### config.mk
export PLATFORM = sky130hd
export DESIGN_NAME = scoreboard_hazard_unit_flat
export DESIGN_NICKNAME = d
export VERILOG_FILES = /design/src/rtl/scoreboard_hazard_unit_if.sv /design/src/rtl/scoreboard_hazard_unit.sv /design/src/flat_wrapper.sv
export SDC_FILE = /design/constraint.sdc
export NUM_CORES = 1
export LEC_CHECK = 0
export CAP_MARGIN = 25
export CORE_ASPECT_RATIO = 1.5
export CORE_MARGIN = 2
export CORE_UTILIZATION = 30
export DETAILED_ROUTE_END_ITERATION = 12
export GPL_ROUTABILITY_DRIVEN = 0
export PLACE_DENSITY = 0.51
export REMOVE_ABC_BUFFERS = 1
export SKIP_CTS_REPAIR_TIMING = 1
export SYNTH_ARGS = -nofsm -noshare
export SYNTH_HDL_FRONTEND = slang
export SYNTH_SLANG_ARGS = --single-unit
### constraint.sdc
create_clock -name clk -period 4.3 [get_ports clk]
set_input_delay 0.645 -clock clk [delete_from_list [all_inputs] [get_ports clk]]
set_output_delay 0.645 -clock clk [all_outputs]
set_load 0.02 [all_outputs]
### src/rtl/scoreboard_hazard_unit_if.sv
// rtl/scoreboard_hazard_unit_if.sv - ID-stage issue fields and hazard/bypass results
interface scoreboard_hazard_unit_if #(
    parameter int RA_W  = 5,
    parameter int LAT_W = 2,
    parameter int SEL_W = 2
);
    logic             issue_valid;
    logic [RA_W-1:0]  issue_rs1;
    logic             issue_rs1_used;
    logic [RA_W-1:0]  issue_rs2;
    logic             issue_rs2_used;
    logic [RA_W-1:0]  issue_rd;
    logic             issue_rd_we;
    logic [LAT_W-1:0] issue_lat;
    logic             flush;
    logic             stall;
    logic             issue_fire;
    logic [SEL_W-1:0] fwd_a_sel;
    logic [SEL_W-1:0] fwd_b_sel;
    logic [31:0]      perf_stall_cnt;
    logic [31:0]      perf_issue_cnt;

    modport master (
        output issue_valid, issue_rs1, issue_rs1_used, issue_rs2, issue_rs2_used,
               issue_rd, issue_rd_we, issue_lat, flush,
        input  stall, issue_fire, fwd_a_sel, fwd_b_sel, perf_stall_cnt, perf_issue_cnt
    );

    modport slave (
        input  issue_valid, issue_rs1, issue_rs1_used, issue_rs2, issue_rs2_used,
               issue_rd, issue_rd_we, issue_lat, flush,
        output stall, issue_fire, fwd_a_sel, fwd_b_sel, perf_stall_cnt, perf_issue_cnt
    );
endinterface

### src/rtl/scoreboard_hazard_unit.sv
// rtl/scoreboard_hazard_unit.sv - per-register scoreboard driving ID stall and EX bypass selects
// Optional perf counters built only when HAZ_PERF_EN is defined.
module scoreboard_hazard_unit #(
    parameter int NREG     = 32,
    parameter int RA_W     = 5,
    parameter int WB_DEPTH = 3,
    parameter int LAT_W    = 2,
    parameter int SEL_W    = 2
) (
    input  logic                    clk,
    input  logic                    rst,
    scoreboard_hazard_unit_if.slave sb
);
    localparam logic [SEL_W-1:0] AGE_MAX = SEL_W'(WB_DEPTH);
    localparam logic [SEL_W-1:0] ONE     = SEL_W'(1);

    logic [NREG-1:0]  busy;
    logic [SEL_W-1:0] age [NREG];
    logic [SEL_W-1:0] lat [NREG];

    logic             rs1_live;
    logic             rs2_live;
    logic             haz_a;
    logic             haz_b;
    logic             stall_w;
    logic             fire_w;
    logic             alloc;
    logic [SEL_W-1:0] eff_lat;

    // An operand is "live" when its producer is still somewhere between EX and WB.
    always_comb begin
        rs1_live = sb.issue_rs1_used && (sb.issue_rs1 != '0) && busy[sb.issue_rs1];
        rs2_live = sb.issue_rs2_used && (sb.issue_rs2 != '0) && busy[sb.issue_rs2];
        haz_a    = rs1_live && (age[sb.issue_rs1] < lat[sb.issue_rs1]);
        haz_b    = rs2_live && (age[sb.issue_rs2] < lat[sb.issue_rs2]);
        stall_w  = sb.issue_valid && !sb.flush && (haz_a || haz_b);
        fire_w   = sb.issue_valid && !sb.flush && !stall_w && !rst;
        alloc    = fire_w && sb.issue_rd_we && (sb.issue_rd != '0);
    end

    always_comb begin
        eff_lat = ONE;
        if (int'(sb.issue_lat) == 0) begin
            eff_lat = ONE;
        end else if (int'(sb.issue_lat) > WB_DEPTH) begin
            eff_lat = AGE_MAX;
        end else begin
            eff_lat = SEL_W'(sb.issue_lat);
        end
    end

    assign sb.stall      = stall_w;
    assign sb.issue_fire = fire_w;
    assign sb.fwd_a_sel  = rs1_live ? age[sb.issue_rs1] : '0;
    assign sb.fwd_b_sel  = rs2_live ? age[sb.issue_rs2] : '0;

    // Aging runs every cycle, stalled or not; the allocate below overrides a same-cycle retire.
    always_ff @(posedge clk) begin
        if (rst) begin
            busy <= '0;
            for (int r = 0; r < NREG; r++) begin
                age[r] <= '0;
                lat[r] <= '0;
            end
        end else begin
            for (int r = 0; r < NREG; r++) begin
                if (busy[r]) begin
                    if (age[r] == AGE_MAX) begin
                        busy[r] <= 1'b0;
                        age[r]  <= '0;
                    end else begin
                        age[r] <= age[r] + ONE;
                    end
                end
            end
            if (alloc) begin
                busy[sb.issue_rd] <= 1'b1;
                age[sb.issue_rd]  <= ONE;
                lat[sb.issue_rd]  <= eff_lat;
            end
        end
    end

`ifdef HAZ_PERF_EN
    logic [31:0] stall_cnt;
    logic [31:0] issue_cnt;

    always_ff @(posedge clk) begin
        if (rst) begin
            stall_cnt <= '0;
            issue_cnt <= '0;
        end else begin
            if (stall_w && (stall_cnt != '1)) begin
                stall_cnt <= stall_cnt + 32'd1;
            end
            if (fire_w && (issue_cnt != '1)) begin
                issue_cnt <= issue_cnt + 32'd1;
            end
        end
    end

    assign sb.perf_stall_cnt = stall_cnt;
    assign sb.perf_issue_cnt = issue_cnt;
`else
    assign sb.perf_stall_cnt = '0;
    assign sb.perf_issue_cnt = '0;
`endif
endmodule

### src/flat_wrapper.sv
// flat-port wrapper written by rule: the top's interface ports become plain ports
module scoreboard_hazard_unit_flat 
#(
    parameter int NREG     = 32,
    parameter int RA_W     = 5,
    parameter int WB_DEPTH = 3,
    parameter int LAT_W    = 2,
    parameter int SEL_W    = 2
)
  (clk, rst, sb_issue_valid, sb_issue_rs1, sb_issue_rs1_used, sb_issue_rs2, sb_issue_rs2_used, sb_issue_rd, sb_issue_rd_we, sb_issue_lat, sb_flush, sb_stall, sb_issue_fire, sb_fwd_a_sel, sb_fwd_b_sel, sb_perf_stall_cnt, sb_perf_issue_cnt);
  scoreboard_hazard_unit_if #(.RA_W(RA_W), .LAT_W(LAT_W), .SEL_W(SEL_W)) sb_i ();
  input  logic clk;
  input  logic rst;
  input wire logic [$bits(sb_i.issue_valid)-1:0] sb_issue_valid;
  input wire logic [$bits(sb_i.issue_rs1)-1:0] sb_issue_rs1;
  input wire logic [$bits(sb_i.issue_rs1_used)-1:0] sb_issue_rs1_used;
  input wire logic [$bits(sb_i.issue_rs2)-1:0] sb_issue_rs2;
  input wire logic [$bits(sb_i.issue_rs2_used)-1:0] sb_issue_rs2_used;
  input wire logic [$bits(sb_i.issue_rd)-1:0] sb_issue_rd;
  input wire logic [$bits(sb_i.issue_rd_we)-1:0] sb_issue_rd_we;
  input wire logic [$bits(sb_i.issue_lat)-1:0] sb_issue_lat;
  input wire logic [$bits(sb_i.flush)-1:0] sb_flush;
  output wire logic [$bits(sb_i.stall)-1:0] sb_stall;
  output wire logic [$bits(sb_i.issue_fire)-1:0] sb_issue_fire;
  output wire logic [$bits(sb_i.fwd_a_sel)-1:0] sb_fwd_a_sel;
  output wire logic [$bits(sb_i.fwd_b_sel)-1:0] sb_fwd_b_sel;
  output wire logic [$bits(sb_i.perf_stall_cnt)-1:0] sb_perf_stall_cnt;
  output wire logic [$bits(sb_i.perf_issue_cnt)-1:0] sb_perf_issue_cnt;
  assign sb_i.issue_valid = sb_issue_valid;
  assign sb_i.issue_rs1 = sb_issue_rs1;
  assign sb_i.issue_rs1_used = sb_issue_rs1_used;
  assign sb_i.issue_rs2 = sb_issue_rs2;
  assign sb_i.issue_rs2_used = sb_issue_rs2_used;
  assign sb_i.issue_rd = sb_issue_rd;
  assign sb_i.issue_rd_we = sb_issue_rd_we;
  assign sb_i.issue_lat = sb_issue_lat;
  assign sb_i.flush = sb_flush;
  assign sb_stall = sb_i.stall;
  assign sb_issue_fire = sb_i.issue_fire;
  assign sb_fwd_a_sel = sb_i.fwd_a_sel;
  assign sb_fwd_b_sel = sb_i.fwd_b_sel;
  assign sb_perf_stall_cnt = sb_i.perf_stall_cnt;
  assign sb_perf_issue_cnt = sb_i.perf_issue_cnt;
  scoreboard_hazard_unit #(.NREG(NREG), .RA_W(RA_W), .WB_DEPTH(WB_DEPTH), .LAT_W(LAT_W), .SEL_W(SEL_W)) u_core (.clk(clk), .rst(rst), .sb(sb_i));
endmodule
==> run metrics <==
PortBufs=29; io pins=94; Fin. Hold Viols=0; Diodes inserted=0; ratio of cells with drive above 1 in the final layout=20.81%; deepest clock path buffer count=2; TritonCTS clock tree=yes; Post-synth EDFFs=64; Max Clock Skew=0.008751 ns; Vias=8387; critical path class=in -> out; Least-Margin Pin Slew=0.8446 ns; H-tree depth=4; Simple-Gate Fraction of Synth Area=16.07%; vias in the first global route=8326; clock-pin transition on the worst setup and hold timing paths=0.06 ns; required time worst endpoint=3.65 ns; GRT Total Usage=18.41%; FFs w/ async S/R, synth=0%; cell taking the most area after synthesis=dfxtp_1; Initial Utilization=30.56%; Fillers=3410; register bit total from synthesis=160; Vias per Instance=5.383; TNS Setup=0 ns; most common cell after layout, fill and taps aside=dfxtp_1; Final Max Slew Viols=0; Initial DRT Pass Iterations=5; Leak=4.566 nW; Vert. Die Dim=233.2 um; Relative slew margins=43.49%; Synth Area in Compound Gates=14.01%; Arrival @ worst endpoint=3.55 ns; Final HPWL DP=24890 um; area post-placement=11470 um2; antenna violations before repair=0; synthesized area=10510 um2; Post-synth top flop=dfxtp_1; post-synthesis sequential area ratio=36.59%; Max Clk Rate=0.2385 GHz; hold crit path type=in -> reg; VDD IR max=0.0003127 V; Multi-input gate area=5969 um2; CP Capture Type=primary output; # setup viols final=0; ratio of final minimum period to clock period=97.50%; CP startpoint kind=input pin; CTS buffer count=17; die width=156.8 um; largest family of logic cells by synthesized area=multiplexers; drt initial violations=713; Routed WL per cell=20.90 um; Max-Cap Viols=0; design area=12120 um2; Sink Count=160; Yosys warning total=0; Final WS setup=0.1073 ns; area grow syn2layout=15.36%; pin count of the biggest net entering global routing=97; final wirelength=32570 um; register area=3844 um2; syn avg cell area=10.31 um2; Worst-Skew Late Latency=0.46 ns; post-synthesis adder-cell area fraction=4.050%; CTS root buf=clkbuf_16; Core Rows=83; synthesized instance count=1019; first-pass GRT wire length=50410 um; die area=36560 um2; Crit Path Max Fanout=5; FF-to-FF setup slack=0.42 ns; Core Area=34370 um2; NumNets Final=1136; grt ovf=0; Synth top area share=18.29%; mux share of post-synthesis cell area=19.64%; most frequent cells in the layout=dfxtp_1, buf_4, o21ai_0; status=complete, no violations; Routed Antenna Nets=0; P per Cell Area=300.0 nW/um2; synth unique cells=55; Setup WS pre-CTS=-0.4758 ns; DRC=0; Tmin final=4.193 ns; synth top area cells=dfxtp_1, edfxtp_1, mux4_2, buf_4, mux2i_1; post-synthesis xor/xnor area fraction=0%
-- cells in the mapped netlist, drive strengths merged, types with 2 or more instances --
| cell | count |
|---|---|
| nor2b | 27 |
| a22oi | 6 |
| a211oi | 2 |
| a221oi | 3 |
| mux2 | 15 |
| o21a | 9 |
| o21ai | 83 |
| o22ai | 47 |
| inv | 31 |
| and3 | 2 |
| edfxtp | 64 |
| o211a | 20 |
| a21oi | 25 |
| o31a | 3 |
| or3 | 3 |
| nand2 | 54 |
| ha | 34 |
| nand4 | 2 |
| nand3 | 29 |
| or3b | 3 |
| o31ai | 10 |
| nand3b | 34 |
| nor3b | 21 |
| a311oi | 2 |
| dfxtp | 96 |
| a31oi | 3 |
| o221a | 3 |
| buf | 106 |
| and2 | 2 |
| nand2b | 37 |
| clkbuf | 36 |
| mux4 | 65 |
| o221ai | 5 |
| nor2 | 17 |
| nor3 | 66 |
| mux2i | 43 |
-- per-stage QoR --
step	total power, mW	cells	hold slack, ns	util, %
after floorplan	1.889	942	0.4653	-
after global placement	2.147	1525	0.5120	33.38
after detailed placement	2.149	1525	0.5246	33.38
after CTS	3.643	1557	0.5070	35.05
after global routing	3.757	1558	0.5254	35.26
final	3.636	1558	0.5111	35.26
-- flip-flops by register name, summed over array words and instances (netlist names) --
name / cells
u_core.lat: 64
u_core.busy: 32
u_core.age: 64
-- critical path, stage by stage --
cell	delay [ns]
clkdlybuf4s50_1	0.39
buf_4	0.18
or3b_2	0.54
o22ai_1	0.17
nor2_1	0.08
o21ai_1	0.19
ha_1	0.28
inv_1	0.10
a311oi_2	0.06
a221oi_2	0.38
nand4b_4	0.19
a21oi_2	0.15
clkbuf_2	0.17
-- layout make-up --
| type | count | area share (%) |
|---|---|---|
| Clock buffer | 25 | 4.367 |
| Clock inverter | 7 | 0.3820 |
| Inverter | 31 | 0.9705 |
| Multi-Input combinational cell | 751 | 49.26 |
| Sequential cell | 160 | 31.72 |
| Tap cell | 467 | 4.821 |
| Timing Repair Buffer | 117 | 8.487 |
-- report_power, final --
part,leakage (nW),internal (mW),switching [mW]
combinational,2.85,0.189,0.320
clock,0.291,0.855,0.651
sequential,1.43,1.60,0.0208
total,4.57,2.65,0.991
-- final timing paths --
check                                        from  cells after the start                end
worst max-delay path              sb_issue_rs2[2]                     13           sb_stall
worst min-delay path                          rst                      2   u_core.age[0][0]
worst max register to register  u_core.lat[20][1]                     14  u_core.lat[24][0]
worst min register to register     u_core.busy[0]                      2     u_core.busy[0]
-- kinds of logic after synthesis --
kind of cell | Yosys count
AOI/OAI and AO/OA | 227
adders and majority gates | 34
buffers and inverters | 173
DFF | 160
muxes | 123
other | 1
and+or+nand+nor | 301
-- layer usage --
metal	part of all wire, %	vias up	track usage, %	wire length [um]
met4	4.0	0	9.260	1306
met1	39	4180	20.97	12640
met2	53	292	33.29	17280
met5	0	-	0	0
li1	-	3851	-	-
met3	4.1	64	2.542	1348
Note: power is estimated with default switching activity, not from simulation.
